--- src/rtl/calc_pkg.sv ---
// Shared constants for the DE2 calculator datapath: key codes, FSM states,
// operator encodings and the sign-magnitude BCD operand width.
package calc_pkg;

  localparam int DIGITS        = 5;
  localparam int BCD_OPERAND_W = 4 * DIGITS + 1;

  localparam logic [4:0] KEY_ADD  = 5'd10;
  localparam logic [4:0] KEY_SUB  = 5'd11;
  localparam logic [4:0] KEY_MUL  = 5'd12;
  localparam logic [4:0] KEY_DIV  = 5'd13;
  localparam logic [4:0] KEY_EQ   = 5'd14;
  localparam logic [4:0] KEY_CLR  = 5'd15;
  localparam logic [4:0] KEY_SIGN = 5'd16;
  localparam logic [4:0] KEY_BKSP = 5'd17;

  typedef enum logic [1:0] {
    S_A    = 2'd0,
    S_B    = 2'd1,
    S_DONE = 2'd2
  } state_e;

  typedef enum logic [1:0] {
    OP_ADD = 2'd0,
    OP_SUB = 2'd1,
    OP_MUL = 2'd2,
    OP_DIV = 2'd3
  } op_e;

  // Operator keys are contiguous, so the op is the offset from KEY_ADD.
  function automatic op_e key_to_op(input logic [4:0] k);
    logic [4:0] d;
    d = k - KEY_ADD;
    return op_e'(d[1:0]);
  endfunction

endpackage

--- src/rtl/bcd_entry_reg.sv ---
// One sign-magnitude BCD operand plus its digit count. Commands are mutually
// exclusive except clr+ld, which restarts the operand with a first digit.
module bcd_entry_reg
  import calc_pkg::*;
#(
  parameter int DIGITS = 5
) (
  input  logic                clk,
  input  logic                rst,
  input  logic                clr_i,
  input  logic                ld_i,
  input  logic [3:0]          digit_i,
  input  logic                bksp_i,
  input  logic                tog_i,
  output logic [4*DIGITS:0]   val_o,
  output logic [2:0]          cnt_o
);

  localparam int MAG_W = 4 * DIGITS;

  logic [MAG_W:0] val_q, val_d, base_val;
  logic [2:0]     cnt_q, cnt_d, base_cnt;

  always_comb begin
    base_val = clr_i ? '0 : val_q;
    base_cnt = clr_i ? 3'd0 : cnt_q;
    val_d    = base_val;
    cnt_d    = base_cnt;
    if (ld_i) begin
      // Leading zeros are dropped so the count tracks significant digits only.
      if (!(base_cnt == 3'd0 && digit_i == 4'd0) && base_cnt < 3'(DIGITS)) begin
        val_d[MAG_W-1:0] = {base_val[MAG_W-5:0], digit_i};
        cnt_d            = base_cnt + 3'd1;
      end
    end else if (bksp_i && base_cnt != 3'd0) begin
      val_d[MAG_W-1:0] = {4'h0, base_val[MAG_W-1:4]};
      cnt_d            = base_cnt - 3'd1;
      if (base_cnt == 3'd1) val_d[MAG_W] = 1'b0;
    end else if (tog_i && base_cnt != 3'd0) begin
      val_d[MAG_W] = ~base_val[MAG_W];
    end
  end

  always_ff @(posedge clk or posedge rst) begin
    if (rst) begin
      val_q <= '0;
      cnt_q <= 3'd0;
    end else begin
      val_q <= val_d;
      cnt_q <= cnt_d;
    end
  end

  assign val_o = val_q;
  assign cnt_o = cnt_q;

endmodule

--- src/rtl/calc_operand_entry.sv ---
// Keypad entry stage: builds operands A and B from key strobes, latches the
// operator and pulses operands_valid when '=' completes the expression.
module calc_operand_entry
  import calc_pkg::*;
#(
  parameter int DIGITS = 5
) (
  input  logic                     clk,
  input  logic                     rst,
  input  logic                     key_valid,
  input  logic [4:0]               key_code,
  output logic [BCD_OPERAND_W-1:0] BCDa,
  output logic [BCD_OPERAND_W-1:0] BCDb,
  output logic [1:0]               op,
  output logic                     operands_valid,
  output logic [BCD_OPERAND_W-1:0] disp_bcd,
  output logic [1:0]               state,
  output logic                     entry_full
);

  state_e state_q, state_d;
  op_e    op_q, op_d;
  logic   vld_q, vld_d;

  logic clr_a, ld_a, bksp_a, tog_a;
  logic clr_b, ld_b, bksp_b, tog_b;
  logic [2:0] cnt_a, cnt_b;
  logic [BCD_OPERAND_W-1:0] val_a, val_b;

  logic is_digit, is_op;
  assign is_digit = key_code < 5'd10;
  assign is_op    = key_code >= KEY_ADD && key_code <= KEY_DIV;

  always_comb begin
    state_d = state_q;
    op_d    = op_q;
    vld_d   = 1'b0;
    clr_a = 1'b0; ld_a = 1'b0; bksp_a = 1'b0; tog_a = 1'b0;
    clr_b = 1'b0; ld_b = 1'b0; bksp_b = 1'b0; tog_b = 1'b0;
    if (key_valid) begin
      if (key_code == KEY_CLR) begin
        clr_a   = 1'b1;
        clr_b   = 1'b1;
        op_d    = OP_ADD;
        state_d = S_A;
      end else begin
        unique case (state_q)
          S_A: begin
            ld_a   = is_digit;
            bksp_a = key_code == KEY_BKSP;
            tog_a  = key_code == KEY_SIGN;
            if (is_op) begin
              op_d    = key_to_op(key_code);
              state_d = S_B;
            end
          end
          S_B: begin
            ld_b   = is_digit;
            bksp_b = key_code == KEY_BKSP;
            tog_b  = key_code == KEY_SIGN;
            if (is_op && cnt_b == 3'd0) op_d = key_to_op(key_code);
            if (key_code == KEY_EQ) begin
              state_d = S_DONE;
              vld_d   = 1'b1;
            end
          end
          default: begin
            // A digit after a result starts a fresh expression.
            if (is_digit) begin
              clr_a   = 1'b1;
              clr_b   = 1'b1;
              ld_a    = 1'b1;
              state_d = S_A;
            end
          end
        endcase
      end
    end
  end

  always_ff @(posedge clk or posedge rst) begin
    if (rst) begin
      state_q <= S_A;
      op_q    <= OP_ADD;
      vld_q   <= 1'b0;
    end else begin
      state_q <= state_d;
      op_q    <= op_d;
      vld_q   <= vld_d;
    end
  end

  bcd_entry_reg #(.DIGITS(DIGITS)) u_opa (
    .clk(clk), .rst(rst), .clr_i(clr_a), .ld_i(ld_a), .digit_i(key_code[3:0]),
    .bksp_i(bksp_a), .tog_i(tog_a), .val_o(val_a), .cnt_o(cnt_a)
  );

  bcd_entry_reg #(.DIGITS(DIGITS)) u_opb (
    .clk(clk), .rst(rst), .clr_i(clr_b), .ld_i(ld_b), .digit_i(key_code[3:0]),
    .bksp_i(bksp_b), .tog_i(tog_b), .val_o(val_b), .cnt_o(cnt_b)
  );

  assign BCDa           = val_a;
  assign BCDb           = val_b;
  assign op             = op_q;
  assign operands_valid = vld_q;
  assign state          = state_q;
  assign disp_bcd       = (state_q == S_A) ? val_a : val_b;
  assign entry_full     = (state_q == S_A && cnt_a == 3'(DIGITS)) ||
                          (state_q == S_B && cnt_b == 3'(DIGITS));

endmodule

--- config.mk ---
export PLATFORM = sky130hd
export DESIGN_NAME = calc_operand_entry
export DESIGN_NICKNAME = d
export VERILOG_FILES = /design/src/rtl/calc_pkg.sv /design/src/rtl/bcd_entry_reg.sv /design/src/rtl/calc_operand_entry.sv
export SDC_FILE = /design/constraint.sdc
export NUM_CORES = 1
export LEC_CHECK = 0
export CAP_MARGIN = 10
export CORE_MARGIN = 4
export CORE_UTILIZATION = 33
export DETAILED_ROUTE_END_ITERATION = 8
export GPL_ROUTABILITY_DRIVEN = 0
export SLEW_MARGIN = 0
export SYNTH_ARGS = -nofsm -noshare
export SYNTH_HDL_FRONTEND = slang
export SYNTH_SLANG_ARGS = --single-unit
--- constraint.sdc ---
create_clock -name clk -period 3.94 [get_ports clk]
set_input_delay 0.788 -clock clk [delete_from_list [all_inputs] [get_ports clk]]
set_output_delay 0.788 -clock clk [all_outputs]
set_load 0.05 [all_outputs]
## Word-level counts from Yosys, hierarchy flattened

Cells that the tools add are included.

| word-level totals | value |
|---|---|
| register bits after elaboration | 53 |
| output and inout port bits | 69 |

| operators by class | value |
|---|---|
| add/subtract/negate cells | 5 |
| $lt $le $gt $ge | 5 |
| equal/unequal tests | 12 |
| muxes and demuxes | 60 |
| bitwise operators | 2 |
| reductions and logical operators | 27 |

Operators with widths:

| cell | count |
|---|---|
| 20-bit 2-to-1 mux | 6 |
| 21-bit 2-to-1 mux | 3 |
| 1-bit 2-to-1 mux | 33 |
| 3-bit 2-to-1 mux | 8 |
| 2-bit 2-to-1 mux | 7 |
| 1-bit logical AND | 12 |
| 5-bit by 4-bit == test with 1-bit output (second input constant) | 2 |
| 5-bit == test (second input constant) | 2 |
| 3-bit zero test | 3 |
| 3-bit inequality test (second input constant) | 3 |
| 3-bit nonzero test | 3 |
| 2-bit one-hot mux with 2 select lines | 2 |
| 4-bit AND reduction | 2 |
| 3-bit by 1-bit adder with 3-bit output (second input constant) | 2 |
| 3-bit by 1-bit == test with 1-bit output (second input constant) | 2 |
| 3-bit == test (second input constant) | 2 |
| 3-bit < comparator (second input constant) | 2 |
| 3-bit by 1-bit subtractor with 3-bit output (second input constant) | 2 |
| 5-bit by 4-bit >= comparator with 1-bit output (second input constant) | 1 |
| 5-bit by 4-bit <= comparator with 1-bit output (second input constant) | 1 |
| 5-bit by 4-bit < comparator with 1-bit output (second input constant) | 1 |
| 4-bit zero test | 1 |
| 4-bit nonzero test | 1 |
| 2-bit by 1-bit == test with 1-bit output (second input constant) | 1 |
| 7 further kinds | 9 |

## Logic depth before layout (Yosys ltp)

Gate-level depths: netlist of run 1.

| depth | value |
|---|---|
| depth in word-level cells | 12 |
| depth in mapped cells | 13 |

## By module

A second synthesis of run 1 with hierarchy kept.

| second synthesis, totals | value |
|---|---|
| cell total of the unflattened synthesis | 409 |
| area, all modules | 3733.6 um^2 |

Modules (own cells, without submodules):

| module | times used | cells an instance | area an instance (um^2) | sequential area each (um^2) |
|---|---|---|---|---|
| bcd_entry_reg at u_opb | 1 | 168 | 1529.0 | 600.6 |
| bcd_entry_reg at u_opa | 1 | 168 | 1512.7 | 600.6 |
| calc_operand_entry | 1 | 73 | 691.9 | 125.1 |

## Worst setup path after synthesis of run 1

Ideal clock, no wire load.

| timing path | value |
|---|---|
| kind | input port to flip-flop |
| from | input key_code[2] |
| to | register u_opb.val_q[4], in the netlist u_opb.val_o[4] |
| library setup time | 128 ps |
| arrival | 3388 ps |
| required time | 3812 ps |
| setup slack | 425 ps |
| stages on the path | 13 |
| path buffers | 4 |
| cells stage by stage | buf_2 and4_1 a22oi_2 clkbuf_1 o21ai_0 ha_1 nor3b_1 and4_1 clkbuf_1 nor2_1 nand2b_1 buf_2 o21ai_1 |

| on the way | value |
|---|---|
| cells in the longest elaborated chain, start to end | 12 |

RTL lines:

| element | line | text |
|---|---|---|
| start: declaration | calc_operand_entry.sv:11 | `input logic [4:0] key_code,` |
| parallel branches: the longest is 11 deep, another holds 5-bit by 4-bit < comparator with 1-bit output | - |  |
| 20-bit 2-to-1 mux * | bcd_entry_reg.sv:29 | `if (ld_i) begin` |
| named net u_opb.val_d[4] | bcd_entry_reg.sv:21 | `logic [MAG_W:0] val_q, val_d, base_val;` |
| end signal: assignment | bcd_entry_reg.sv:49 | `val_q <= val_d;` |
| end: declaration | bcd_entry_reg.sv:21 |  |

Mark *: on every way through the listed nets, which the timed path passes.
A chain may end at the register's enable or synchronous reset.

## Worst setup path in the final report of run 1

| timing path | value |
|---|---|
| from | input key_code[4] |
| to | register u_opa.val_q[15], in the netlist u_opa.val_o[15] |

| on the way | value |
|---|---|
| cells in the longest elaborated chain, start to end | 12 |

RTL lines:

| element | line |
|---|---|
| parallel branches: the longest is 11 deep, another holds 5-bit by 4-bit < comparator with 1-bit output | - |
| 20-bit 2-to-1 mux * | bcd_entry_reg.sv:29 |
| named net u_opa.val_d[15] | bcd_entry_reg.sv:21 |
| end signal: assignment | bcd_entry_reg.sv:49 |
| end: declaration | bcd_entry_reg.sv:21 |

Marks and branches as above.

==> flow_metrics.py, run 1 <==
metrics = {
    "outcome": {
        "status": "finished clean",
    },
    "cts": {
        "cts.sinks": 53,
        "cts_resized": 0,
        "cts_hold_buf": 0,
        "cts_buffers": 5,
        "h-tree-depth": 2,
        "cts_tree": "done",
        "clk_pin_slew_ps": 110,
        "cts_root_buf": "clkbuf_8",
        "clock_latency_ps": 310,
        "cts_setup_buffers": 0,
        "clock_path_buffers": 2,
    },
    "synthesis": {
        "ys_warn_count": 0,
        "ys_dominant_reg_cell": "dfrtp_1",
        "netlist.area_leader.share_pct": 40.5,
        "async_flop_share_pct": 100,
        "synth_cell_types": 54,
        "synth-seq-area-share_pct": 40.5,
        "synth-seq-cells": 53,
        "synthCells": 383,
        "synth.cell_area_um2": 3270,
        "syn_avg_cell_area_um2": 8.55,
        "synth.largest_area_cell": "dfrtp_1",
        "synth.area.top_cells": "dfrtp_1, nor2_1, nand2_1",
        "synth_enable_flop_cells": 0,
        "syn_nets": 393,
    },
    "setup_path": {
        "worstSetupPathType": "in2reg",
        "cp_slowest_cell": "o21ai_1",
        "cp.arrival_ps": 3790,
        "startpoint_type": "input port",
        "cpPeakStageDelay_ps": 730,
        "worstReg2RegStart": "state[1]",
        "cp_max_fo": 12,
        "required_ps": 4190,
        "r2r_slack_ps": 800,
        "reg2reg_depth": 8,
        "r2r-end": "u_opa.val_o[15]",
        "cp_cell_sequence": "clkdlybuf4s50_1, and3b_1, a22oi_2, nand2_1, ha_1, nand2_1, o2111ai_1, o21ai_1, o221a_1",
        "cp_common_cell": "nand2_1",
        "cp-end-kind": "register",
    },
    "sta": {
        "skew_ps": 14.1,
        "slew_headroom_pct": 42.4,
        "slew_violations": 0,
        "final-setup-viol-count": 0,
        "tns_ps": 0,
        "rsz0062_at_grt": "no",
        "fmax_mhz": 282,
        "hold_viol_final": 0,
        "worst_pin_slew_ps": 858,
        "min_period_ps": 3550,
        "finalCritPeriodShare_pct": 90.0,
    },
    "worst_hold_path": {
        "hold_path.class": "reg2reg",
        "hold-path-endpoint": "op[0]",
        "holdCritStartpoint": "op[0]",
        "hold_depth": 2,
    },
    "drt": {
        "wire_per_inst_um": 18.3,
        "finalWirelength_um": 10700,
        "ant_nets": 0,
        "drt_iter0_drc": 190,
        "route.detailed.drc": 0,
        "num_vias": 3220,
        "vias_per_cell": 5.51,
        "firstDrtPassIters": 5,
    },
    "global_route": {
        "grt_max_degree": 37,
        "grt_pass1_vias": 3129,
        "grt_antenna_before_repair": 0,
        "grtUsageTotal_pct": 18.5,
        "grt_pass1_wl_um": 17100,
        "grt_overflow": 0,
    },
    "die": {
        "die_h_um": 108,
        "die_w_um": 108,
        "std_cell_rows": 36,
        "dieArea_um2": 11600,
        "start_util_pct": 33.6,
        "ios": 77,
        "core_area_um2": 9730,
    },
    "place": {
        "port_buffers": 76,
        "hpwl_um": 7680,
        "dp.cells": 576,
    },
    "finish": {
        "fin_cells": 584,
        "antenna_cells": 0,
        "drive_gt1_share_pct": 9.31,
        "final_nets": 460,
        "area_growth_pct": 30.4,
        "final_cell_mix": "clkdlybuf4s50_1, dfrtp_1, nor2_1, nand2_1, o21ai_0",
        "fin_util_pct": 43.9,
        "layout_commonest_cell": "clkdlybuf4s50_1",
    },
    "power": {
        "vdd_drop_max_uv": 424,
        "power_density_nw_per_um2": 585,
        "p_leak_nw": 1.74,
    },
    "job": {
        "cap_violations": 0,
    },
}
-- worst max-delay path by stage --
stage | start | endpoint
after detailed placement | key_code[4] | u_opa.val_o[5]
after global placement | key_code[4] | u_opa.val_o[15]
final | key_code[4] | u_opa.val_o[15]
after floorplan | key_code[2] | u_opb.val_o[4]
after CTS | key_code[4] | u_opa.val_o[13]
after global routing | key_code[4] | u_opa.val_o[7]
-- metrics by stage --
stage	total power [W]	hold WS [ps]	area (um2)	setup WS, ps
6_report	0.00250	537	4270	393
5_1_grt	0.00263	560	4270	79.6
2_1_floorplan	0.00172	537	3270	425
3_3_place_gp	0.00218	519	4180	213
4_1_cts	0.00251	542	4270	388
3_5_place_dp	0.00219	527	4180	68.1
-- where the power goes --
part           internal, W  switching [W]
Clock             0.000123       0.000189
Sequential        0.000661       0.000223
Combinational     0.000447       0.000855
Total              0.00123        0.00127
-- state kept, by name (all words and copies together) (netlist names) --
register / flops
u_opb.cnt_o: 3
u_opa.val_o: 21
u_opa.cnt_o: 3
state: 2
op: 2
operands_valid: 1
u_opb.val_o: 21
-- routing by layer --
| layer | vias to the layer above | track usage (%) | share of wire, % |
|---|---|---|---|
| met5 | - | 0 | 0 |
| met4 | 0 | 4.24 | 1.1 |
| met3 | 10 | 5.16 | 7.5 |
| met2 | 118 | 27.9 | 45 |
| met1 | 1571 | 26.2 | 46 |
| li1 | 1521 | - | - |
-- synth_stat cells (2+ instances only) --
| cell type | instances |
|---|---|
| nor4_1 | 2 |
| and4_1 | 2 |
| or3_1 | 2 |
| o32ai_1 | 7 |
| and3b_1 | 2 |
| inv_1 | 20 |
| o211ai_1 | 2 |
| clkbuf_1 | 19 |
| a22oi_1 | 12 |
| mux2_2 | 10 |
| o21ai_0 | 23 |
| o221a_1 | 12 |
| nor2_1 | 48 |
| dfrtp_1 | 53 |
| a221o_1 | 3 |
| a21oi_1 | 20 |
| nand4_1 | 3 |
| nor3_1 | 4 |
| a211oi_1 | 3 |
| nor2b_1 | 2 |
| nand2_1 | 42 |
| and3_1 | 3 |
| ha_1 | 2 |
| o21ai_1 | 11 |
| mux2i_1 | 10 |
| nor3b_1 | 3 |
| o2111ai_1 | 2 |
| nand3b_1 | 4 |
| a31oi_1 | 8 |
| o31a_1 | 2 |
| nand2b_1 | 4 |
| buf_2 | 9 |
| buf_1 | 2 |
| nand3_1 | 12 |
-- area by class of cell --
| class | instances | area (um2) |
|---|---|---|
| clock buffer | 5 | 68.8 |
| clock inverter | 3 | 17.5 |
| fill | 1014 | 5460 |
| inverter | 21 | 78.8 |
| multi-input combinational | 277 | 1730 |
| sequential | 53 | 1330 |
| tap | 133 | 166 |
| timing repair buffer | 92 | 881 |
-- cells by family after synthesis --
group           share of synthesized area, %
simple gates                            20.0
compound gates                          25.2
buf+inv                                 6.77
flops                                   40.5
mux                                     6.50
fa+ha+maj                              0.764
xor+xnor                               0.268
-- critical path, delay by kind of cell --
| kind | cells | cell delay (ps) |
|---|---|---|
| AO/OA/AOI/OAI | 4 | 1630 |
| buffers and inverters | 1 | 560 |
| AND/OR/NAND/NOR | 3 | 520 |
| adder cells (fa/ha/maj) | 1 | 270 |
Note: power is estimated with default switching activity, not from simulation.
==> run 2: changes to the inputs <==
--- a/config.mk
+++ b/config.mk
@@ -9,6 +9,7 @@
 export CORE_MARGIN = 4
 export CORE_UTILIZATION = 33
 export DETAILED_ROUTE_END_ITERATION = 8
+export DONT_BUFFER_PORTS = 1
 export GPL_ROUTABILITY_DRIVEN = 0
 export SLEW_MARGIN = 0
 export SYNTH_ARGS = -nofsm -noshare
==> run 2 against run 1 <==
- combinational power decreased by 46%
- clock power grew 12%
- first-iteration DRC count increased by 13%
- critical endpoint is now u_opa.val_o[12]
- highest routed layer unchanged
==> flow_metrics.py, run 2 (synthesis results as in run 1) <==
metrics = {
    "setup_path": {
        "r2r-end": "u_opa.val_o[12]",
        "cp_max_fo": 14,
        "startpoint_type": "input port",
        "critPathLaunch": "key_code[3]",
        "reg2reg_depth": 8,
        "r2r_slack_ps": 840,
        "cp.arrival_ps": 3470,
        "cp-end-kind": "register",
        "crit_end": "u_opa.val_o[12]",
        "worstSetupPathType": "in2reg",
        "worstReg2RegStart": "state[1]",
        "required_ps": 4200,
    },
    "drt": {
        "route.detailed.drc": 0,
        "num_vias": 3056,
        "ant_nets": 0,
        "drt_iter0_drc": 214,
        "firstDrtPassIters": 5,
        "wire_per_inst_um": 19.8,
        "finalWirelength_um": 10200,
        "vias_per_cell": 5.96,
    },
    "power": {
        "finalPower_w": 0.00228,
        "vdd_drop_max_uv": 317,
        "p_leak_nw": 1.51,
        "power_density_nw_per_um2": 641,
    },
    "die": {
        "die_w_um": 108,
        "std_cell_rows": 36,
        "ios": 77,
        "die_h_um": 108,
        "core_area_um2": 9730,
        "start_util_pct": 33.6,
        "dieArea_um2": 11600,
    },
    "finish": {
        "drive_gt1_share_pct": 12.4,
        "multiInputGateArea_um2": 1730,
        "fillers": 1021,
        "antenna_cells": 0,
        "final_cell_mix": "dfrtp_1, nor2_1, nand2_1, o21ai_1, buf_4",
        "layout_commonest_cell": "dfrtp_1",
        "final_nets": 389,
        "area_growth_pct": 8.64,
        "final-seq-area_um2": 1330,
    },
    "sta": {
        "hold_viol_final": 0,
        "rsz0062_at_grt": "no",
        "finalCritPeriodShare_pct": 81.4,
        "tns_ps": 0,
        "worst_pin_slew_ps": 975,
        "final-setup-viol-count": 0,
        "slew_violations": 0,
        "min_period_ps": 3210,
        "skew_ps": 16.9,
        "fmax_mhz": 312,
        "slew_headroom_pct": 34.6,
    },
    "global_route": {
        "grt_max_degree": 37,
        "grt_pass1_vias": 3009,
        "grt_antenna_before_repair": 0,
        "grt_pass1_wl_um": 16200,
        "grt_overflow": 0,
        "grtUsageTotal_pct": 17.6,
    },
    "cts": {
        "cts_hold_buf": 0,
        "cts_root_buf": "clkbuf_8",
        "cts_setup_buffers": 0,
        "h-tree-depth": 2,
        "clock_path_buffers": 2,
        "cts_tree": "done",
        "cts_buffers": 5,
        "clock_latency_ps": 320,
        "clk_pin_slew_ps": 110,
        "cts.sinks": 53,
        "cts_resized": 0,
    },
    "place": {
        "port_buffers": 0,
        "hpwl_um": 7160,
    },
    "outcome": {
        "status": "finished clean",
    },
    "worst_hold_path": {
        "hold_path.class": "in2async",
    },
    "job": {
        "cap_violations": 0,
    },
}
[run 2: where the power goes]
group          internal [W]  switching, W  leakage (nW)
registers          0.000652      0.000581         0.698
logic              0.000244      0.000455         0.759
clock network      0.000145      0.000202        0.0478
[run 2: metal layers]
layer,vias to the layer above,track usage [%],wire length [um]
met5,-,0,0
met4,0,3.70,88
met3,7,6.48,1030
met2,145,27.3,4630
met1,1520,23.4,4430
li1,1384,-,-
[run 2: cell type report]
cell class / instances / area share (%)
clock inverter: 2 / 0.457
timing repair buffer: 21 / 4.43
tap: 133 / 4.68
multi-input combinational: 277 / 48.6
sequential: 53 / 37.3
inverter: 21 / 2.22
clock buffer: 6 / 2.32
[run 2: worst min-delay path by stage]
stage          cells past startpoint  slack, ps              end
6_report                           1        360  u_opa.val_o[17]
5_1_grt                            1        380  u_opa.val_o[17]
4_1_cts                            1        370  u_opa.val_o[17]
3_5_place_dp                       2        590   u_opb.cnt_o[2]
3_3_place_gp                       2        590   u_opb.cnt_o[2]
2_1_floorplan                      2        540   u_opb.cnt_o[2]
[run 2: metrics by stage]
stage               util, %  instances  worst slack, ps  area, um2  hold WS [ps]
finish                 36.5        513              731       3560           357
global route           36.5        513              486       3560           380
CTS                    36.5        513              777       3560           371
detailed placement     35.5        505              456       3460           592
global placement       35.5        505              501       3460           589
floorplan                 -        383              425       3270           537
[run 2: critical path: stages]
cell and delay (ps):
and4_1 220, a22oi_2 470, nand2_1 170, ha_1 290, nand2_1 160, o2111ai_1 200, o21ai_1 830, o221a_1 340
==> run 3: changes to the inputs <==
==> constraint.sdc (replaced) <==
create_clock -name clk -period 2.6 [get_ports clk]
set_input_delay 0.52 -clock clk [delete_from_list [all_inputs] [get_ports clk]]
set_output_delay 0.52 -clock clk [all_outputs]
set_load 0.05 [all_outputs]
==> run 3 against run 2 <==
- final area rose by 12%
- clock power up 42%
- global-route usage shrank 0.13 points
- die area unchanged
- clock-buffer cell count fell by 1
- critical path depth down 4
==> flow_metrics.py, run 3 (synthesis results as in run 1) <==
metrics = {
    "finish": {
        "fin_area_um2": 3970,
        "final_nets": 415,
        "area_growth_pct": 21.4,
        "layout_commonest_cell": "dfrtp_1",
        "fin_cells": 539,
        "fillers": 996,
        "antenna_cells": 0,
        "multiInputGateArea_um2": 1840,
        "final_cell_mix": "dfrtp_1, nor2_1, nand2_1, buf_4, o21ai_1",
        "fin_util_pct": 40.8,
        "drive_gt1_share_pct": 21.4,
        "final-seq-area_um2": 1330,
    },
    "die": {
        "dieArea_um2": 11600,
        "ios": 77,
        "die_w_um": 108,
        "core_area_um2": 9730,
        "start_util_pct": 33.6,
        "std_cell_rows": 36,
        "die_h_um": 108,
    },
    "global_route": {
        "grt_pass1_vias": 2956,
        "grt_antenna_before_repair": 0,
        "grtUsageTotal_pct": 17.4,
        "grt_pass1_wl_um": 16100,
        "grt_overflow": 0,
        "grt_max_degree": 35,
    },
    "cts": {
        "h-tree-depth": 2,
        "clock_path_buffers": 2,
        "clk_pin_slew_ps": 100,
        "cts_root_buf": "clkbuf_8",
        "clock_latency_ps": 320,
        "cts.sinks": 53,
        "cts_buffers": 5,
        "cts_tree": "done",
    },
    "sta": {
        "finalCritPeriodShare_pct": 94.2,
        "tns_ps": 0,
        "hold_viol_final": 0,
        "skew_ps": 4.13,
        "slew_violations": 0,
        "slew_headroom_pct": 52.1,
        "rsz0062_at_grt": "no",
        "final-setup-viol-count": 0,
        "min_period_ps": 2450,
        "fmax_mhz": 408,
        "worst_pin_slew_ps": 718,
    },
    "drt": {
        "dr_wl_met3_um": 635,
        "ant_nets": 0,
        "dr_wl_met2_um": 5130,
        "drt-met1-wl_um": 4390,
        "wire_per_inst_um": 19.2,
        "drt_iter0_drc": 202,
        "dr.max_layer_used": "met4",
        "vias_per_cell": 5.70,
        "finalWirelength_um": 10300,
        "route.detailed.drc": 0,
        "num_vias": 3072,
        "firstDrtPassIters": 5,
    },
    "place": {
        "port_buffers": 0,
        "hpwl_um": 7400,
        "placed_area_um2": 3820,
        "dp.cells": 527,
    },
    "job": {
        "cap_violations": 0,
    },
    "setup_path": {
        "cp.arrival_ps": 1930,
        "cp_slowest_cell": "mux2_2",
        "cp-end-kind": "primary output",
        "worstSetupPathType": "reg2out",
        "startpoint_type": "register",
        "cp_max_fo": 34,
        "required_ps": 2080,
        "cp_cell_sequence": "buf_4, nor2_2, buf_12, mux2_2",
        "cpPeakStageDelay_ps": 490,
    },
    "worst_hold_path": {
        "hold_path.class": "in2async",
    },
    "power": {
        "p_leak_nw": 1.71,
        "p_seq_share_pct": 38.7,
        "p_int_w": 0.00178,
        "clkPwrFrac_pct": 13.2,
        "vdd_drop_max_uv": 378,
        "power_density_nw_per_um2": 941,
        "switching_share_pct": 52.4,
        "finalPower_w": 0.00374,
        "p_switching_w": 0.00196,
        "p_comb_share_pct": 48.1,
    },
    "outcome": {
        "status": "finished clean",
    },
}
==> run 3: cell types whose count changed in the layout (fill, tap and decap cells not counted), moves of 2 or more <==
cell      change
buf_4        +16
buf_12        +8
nand2_1       -4
nand2_4       +4
clkinv_4      +2
ha_1          -2
ha_4          +2
==> run 3: critical path, delay by kind of cell, from the launching register on <==
family	cells	cell delay (ps)
mux	1	490
buf+inv	2	450
flops	1	420
simple gates	1	240
==> run 3: repair_timing <==
| action | 4_1_cts | 5_1_grt |
|---|---|---|
| gates resized for setup | 0 | 4 |
| hold buffers | 0 | 0 |
| buffers inserted | 0 | 3 |
| endpoints found under the setup margin | 0 | 34 |
==> run 3: worst paths after layout <==
check                               startpoint               to  slack [ps]  cells past startpoint
max in group asynchronous                  rst            op[1]        1750                      2
worst max register to register        state[1]   u_opb.val_o[1]         150                     11
min in group clk                   key_code[0]   operands_valid         270                      1
worst max-delay path                  state[1]      disp_bcd[3]         150                      4
worst min-delay path                       rst  u_opa.val_o[16]         190                      1
worst min register to register  u_opb.cnt_o[2]   u_opb.cnt_o[2]         660                      2
==> run 3: power groups by stage <==
stage                     sequential (W)  clock (W)  combinational [W]
final                            0.00145   0.000493            0.00180
after floorplan                  0.00175          0           0.000960
after CTS                        0.00145   0.000500            0.00178
after global placement           0.00146          0            0.00176
after detailed placement         0.00146          0            0.00178
after global routing             0.00148   0.000538            0.00192
==> run 3: per-layer routing <==
metal	track usage [%]	vias up
li1	-	1436
met1	23.3	1509
met2	28.6	111
met3	3.42	16
met4	5.23	0
met5	0	-
==> run 3: cell type report <==
| cell class | count | share of cell area [%] |
|---|---|---|
| Tap cell | 133 | 4.19 |
| Clock buffer | 5 | 1.73 |
| Timing Repair Buffer | 47 | 11.9 |
| Multi-Input combinational cell | 277 | 46.2 |
| Sequential cell | 53 | 33.4 |
| Clock inverter | 3 | 0.567 |
| Inverter | 21 | 1.98 |
==> run 3: stage by stage <==
step | setup WS, ps | hold slack (ps)
6_report | 151 | 189
5_1_grt | 12.1 | 229
4_1_cts | 57.6 | 214
3_5_place_dp | -11.1 | 564
3_3_place_gp | 30.0 | 551
2_1_floorplan | -132 | 582
